`src/rtl/tug_field.sv`:
```
// Tug-of-war playfield: conditions two raw buttons into press pulses and walks
// a single lit position along an N-light bar, freezing it once a win press lands.
module tug_field #(
    parameter int N = 9
) (
    input  logic         clk,
    input  logic         rst,
    input  logic         KEY_L,
    input  logic         KEY_R,
    input  logic         nextRound,
    output logic         PL,
    output logic         PR,
    output logic [N-1:0] lights,
    output logic         edgelight_L,
    output logic         edgelight_R
);

    localparam int C = (N - 1) / 2;
    localparam logic [N-1:0] CENTER_POS = {{(N-1){1'b0}}, 1'b1} << C;

    typedef enum logic [0:0] {
        PLAY = 1'b0,
        HOLD = 1'b1
    } state_t;

    // Bit 0 is the first sampling flop, bit 2 the oldest sample.
    logic [2:0]   sync_l_r;
    logic [2:0]   sync_r_r;
    logic         pl_s;
    logic         pr_s;
    logic [N-1:0] pos_r;
    logic [N-1:0] pos_nxt_s;
    state_t       state_r;
    state_t       state_nxt_s;

    // Button synchronizer chains; preset to 1 so a button held through reset is not a press.
    always_ff @(posedge clk) begin
        if (rst) begin
            sync_l_r <= 3'b111;
            sync_r_r <= 3'b111;
        end else begin
            sync_l_r <= {sync_l_r[1:0], KEY_L};
            sync_r_r <= {sync_r_r[1:0], KEY_R};
        end
    end

    assign pl_s = sync_l_r[1] & ~sync_l_r[2];
    assign pr_s = sync_r_r[1] & ~sync_r_r[2];

    // Next position and state; a round restart outranks any press in the same cycle.
    always_comb begin
        pos_nxt_s   = pos_r;
        state_nxt_s = state_r;
        if (nextRound) begin
            pos_nxt_s   = CENTER_POS;
            state_nxt_s = PLAY;
        end else begin
            case (state_r)
                PLAY: begin
                    if (pl_s && pr_s) begin
                        pos_nxt_s = pos_r;
                    end else if (pl_s) begin
                        if (pos_r[N-1]) begin
                            state_nxt_s = HOLD;
                        end else begin
                            pos_nxt_s = {pos_r[N-2:0], 1'b0};
                        end
                    end else if (pr_s) begin
                        if (pos_r[0]) begin
                            state_nxt_s = HOLD;
                        end else begin
                            pos_nxt_s = {1'b0, pos_r[N-1:1]};
                        end
                    end else begin
                        pos_nxt_s = pos_r;
                    end
                end
                HOLD: begin
                    pos_nxt_s = pos_r;
                end
                default: begin
                    pos_nxt_s   = CENTER_POS;
                    state_nxt_s = PLAY;
                end
            endcase
        end
    end

    // Position and state registers.
    always_ff @(posedge clk) begin
        if (rst) begin
            pos_r   <= CENTER_POS;
            state_r <= PLAY;
        end else begin
            pos_r   <= pos_nxt_s;
            state_r <= state_nxt_s;
        end
    end

    assign PL          = pl_s;
    assign PR          = pr_s;
    assign lights      = pos_r;
    assign edgelight_L = pos_r[N-1];
    assign edgelight_R = pos_r[0];

endmodule

```
`config.mk`:
```
export PLATFORM = sky130hd
export DESIGN_NAME = tug_field
export DESIGN_NICKNAME = d
export VERILOG_FILES = /design/src/rtl/tug_field.sv
export SDC_FILE = /design/constraint.sdc
export NUM_CORES = 1
export LEC_CHECK = 0
export CORE_ASPECT_RATIO = 1.1
export CORE_MARGIN = 5
export CORE_UTILIZATION = 25
export CTS_BUF_LIST = sky130_fd_sc_hd__clkbuf_4
export DETAILED_ROUTE_END_ITERATION = 8
export GPL_ROUTABILITY_DRIVEN = 0
export PLACE_DENSITY = 0.5
export SLEW_MARGIN = 25
export SYNTH_ARGS = -nofsm -noshare
export SYNTH_HDL_FRONTEND = slang
export SYNTH_SLANG_ARGS = --single-unit
```
`constraint.sdc`:
```
create_clock -name clk -period 1.5 [get_ports clk]
set_input_delay 0.225 -clock clk [delete_from_list [all_inputs] [get_ports clk]]
set_output_delay 0.225 -clock clk [all_outputs]
set_load 0.005 [all_outputs]
```
* After elaboration in Yosys (flattened, before gate mapping) *
Cells that the tools add are included.

operators by class
  equality and inequality tests = 4
  multiplexer cells = 12
  bitwise operators = 5
  reductions and logical operators = 5

operators with widths
  cell                                   number
  9-bit 2-to-1 mux                       6
  3-bit != test (second input constant)  3
  4-bit AND reduction                    2
  1-bit 2-to-1 mux                       6
  5-bit AND reduction                    1
  1-bit inverter                         3
  1-bit AND                              2
  2-bit != test (second input constant)  1
  2-bit OR reduction                     1
  1-bit logical AND                      1

storage, ports and cells
  register bits = 16
  output and inout port bits = 13
  logic and storage cells = 32

* Longest topological paths before layout *
Gate-level depths: netlist of the first run.

  word-level depth = 6
  mapped depth = 6
  mapped depth without buffers = 5

* Worst setup path before layout of the first run *
Ideal clock, no wire load.

  path type = reg-to-reg
  start point = reg sync_l_r[2]
  end point = reg pos_r[4] (netlist: lights[4])
  setup time = 134 ps
  arrival time = 1214 ps
  data required time = 1366 ps
  setup slack = 151 ps
  cell stages (with the launch flop) = 7
  path buffers = 1
  period minus slack after synthesis = 1349 ps
  cell sequence = dfxtp_1 nand2b_4 inv_4 nor4_4 or2_1 buf_4 a41oi_1

on the way
  cells in the longest elaborated chain, start to end = 5
  elaborated cells on any way between the ends = 11
  those cells by class = 4 x eq/ne; 3 x mux; 2 x bitwise; 2 x reduce/logical

ends and longest elaborated chain
  item                                                                      RTL line  text
  from (decl)                                                               27        logic [2:0] sync_l_r;
  from (signal assigned)                                                    42        sync_l_r <= {sync_l_r[1:0], KEY_L};
  1-bit inverter (*)                                                        47        assign pl_s = sync_l_r[1] & ~sync_l_r[2];
  1-bit AND (*)                                                             47
  named net PL                                                              11        output logic PL,
  1-bit logical AND or 9-bit 2-to-1 mux (tied branches)                     60, 62
  2-bit != test (no source line) or 9-bit 2-to-1 mux (tied branches)        n/a
  5-bit AND reduction (no source line) or 9-bit 2-to-1 mux (tied branches)  n/a
  to (signal assigned)                                                      95        pos_r <= pos_nxt_s;
  to (decl)                                                                 31        logic [N-1:0] pos_r;

The timed path passes the listed nets; every way through them passes the cells marked *. The select of a mux whose other input is x is not followed.
A chain may end at the register's enable or synchronous reset.

* Final worst setup path of the first run *
  start point = reg pos_r[0] (netlist: lights[0])
  end point = out edgelight_R

RTL lines
  item       RTL line  text
  to (decl)  15        output logic edgelight_R

No word-level cell between the ends.

==> results of run 1 <==
[stage by stage]
step	setup WS, ns	cell area, sq um
final	0.0386	980
after CTS	0.0297	976
after detailed placement	0.0568	945
after global routing	0.00225	980
after global placement	0.0865	945
after floorplan	0.151	716
[power groups by stage]
stage / registers, uW / clock network, uW / logic (uW)
after detailed placement: 453 / 0 / 75.5
after global placement: 453 / 0 / 74.9
final: 443 / 228 / 76.0
after floorplan: 451 / 0 / 38.9
after CTS: 443 / 234 / 75.7
after global routing: 445 / 249 / 82.8
[flip-flops by register name, indices dropped and copies added (netlist names)]
signal / cells
lights: 9
state_r: 1
sync_l_r: 3
sync_r_r: 3
[placed cells by master, fill, tap and decap left out, drive strengths merged, types with 4 or more instances in the layout]
master,count
buf,8
inv,4
dfxtp,16
or2,8
nor3b,4
a211oi,5
clkdlybuf4s50,15
nor3,7
nor2,4
a31oi,6
[cells by family after synthesis]
| group | Yosys count | share of synthesized area [%] |
|---|---|---|
| buf+inv | 10 | 7.34 |
| simple gates | 32 | 31.1 |
| compound gates | 16 | 16.8 |
| flops | 16 | 44.8 |
[final timing paths]
check	slack, ns	start	to	depth (start not counted)
setup / recovery	0.04	lights[0]	edgelight_R	1
hold / removal	0.42	sync_r_r[0]	sync_r_r[1]	1
setup reg to reg	0.15	sync_r_r[2]	lights[7]	7
hold reg to reg	0.42	sync_r_r[0]	sync_r_r[1]	1
[layout make-up]
cell class                 count  area (sq um)  share of cell area [%]
sequential                    16           325                    33.2
multi-input combinational     48           345                    35.2
timing repair buffer          25           228                    23.2
tap                           33          41.3                    4.21
clock buffer                   3          22.5                    2.30
inverter                       4          17.5                    1.79
[repair_timing]
action | 4_1_cts | 5_1_grt
buffers inserted | 1 | 0
endpoints found under the setup margin | 6 | 2
gates resized for setup | 5 | 2
pin swaps | 0 | 0
[routing by layer]
layer	GRT usage, %	part of all wire (%)
met1	12.0	47
met3	4.30	6.2
met4	2.44	0.47
met5	0	0
met2	13.6	47
==> summary.txt, run 1 <==
status - finished clean
NumNets Final - 103
vias after detailed routing - 635
Seq pwr share - 59.3%
commonest cells in the netlist - 16 x dfxtp_1, 7 x nor3_1, 7 x or2_2
actual slew at the worst max-slew pin - 0.252 ns
vias in the first global route - 572
DR iter-0 viols - 12
Max Slew Vio Count - 0
die area - 4030 sq um
vias per cell - 4.92
number of synthesized flops with an enable pin - 0
internal power - 573 uW
Final period util - 97.4%
Crit-path slowest cell - clkdlybuf4s50_1
row cnt - 20
register area share after synthesis - 44.8%
RSZ-0062 raised after global routing - false
Clock Tree Root - clkbuf_4
Inserted Diodes - 0
Die Y - 66.1 um
drt drc - 0
sw frac - 23.3%
DRT Pass-1 Iters - 4
area delta synth->final - 36.9%
CP Data Arrival Time - 1.24 ns
critical path capture point type - output pin
proportion of power drawn by the clock network - 30.5%
Initial Utilization - 26.0%
final hold viol count - 0
WL final - 1700 um
largest net degree at the start of global routing - 12
LEAKAGE - 0.000363 uW
PD cells - 763 nW/um^2
min cycle time layout - 1.46 ns
CP Class - reg2out
post-synth top area share - 44.8%
Worst VDD drop - 446 uV
clk_lat worst skew - 0.29 ns
DIE WIDTH - 61.0 um
total congestion overflow - 0
Sw Pwr - 174 uW
f_max - 0.684 GHz
CTS tree - built
crit-path max cell delay - 0.53 ns
layout cells sized above 1 - 30.2%
Synthesis Warnings - 0
H-tree levels - 1
max-cap violations - 0
post-layout power - 747 uW
placed insts - 125
fill cell total of the finished layout - 304
Rel. slew slack - 83.1%
Hold Slack - 0.419 ns
TritonCTS Buffers - 3
Routed Antenna Nets - 0
Worst path top cell family by delay - buffers and inverters
Worst Hold Class - reg2reg
combinational share of power - 10.2%
Setup TNS - 0 ns
CP Cell Sequence - clkdlybuf4s50_1
Synth area leaders - dfxtp_1 45%, or2_2 6.1%, nor4_4 5.9%, a211oi_1 5.2%, a31oi_1 5.2%
fin util - 35.6%
Clock Skew - 0.0105 ns
Top FF cell, synth - dfxtp_1
startpoint types - flip-flop
post-synth top area cell - dfxtp_1
first-pass GRT wire length - 2740 um
initial antenna violation count - 0
DR WL/cell - 13.1 um
buffer and inverter count on the worst path - 1
Core Box Area - 2750 sq um
io pins - 18
Synth Register Bits - 16
Finished Layout Cells - 129
most common cell in the netlist - dfxtp_1
Num Clock Sinks - 16
GRT Total Usage - 9.24%
post-synthesis cell area - 716 sq um
IO buf count - 17
dpl hpwl - 1250 um
CP Data Required Time - 1.27 ns
fraction of registers with async set or reset after synthesis - 0%
final setup fails - 0
distinct cell type count after synthesis - 26
Max Buffers Root-to-Sink - 2
cells after synthesis - 74
Avg Cell Area, Syn - 9.67 sq um
Syn Nets - 79
CP Max Fanout - 6
Post-CTS Hold Buffers - 0
Reg clk slew, reported paths - 0.10 ns
(Power assumes the default switching activity.)
==> inputs of run 2 (changes only) <==
Settings changed: CAP_MARGIN set to 20.
==> results of run 2 <==
The final DEF is identical to that of run 1; final timing and power are the same.
==> inputs of run 3 (changes only) <==
Settings changed: SLEW_MARGIN 25 to not set, TNS_END_PERCENT set to 30.
==> results of run 3 <==
The final DEF is identical to that of run 1; final timing and power are the same.
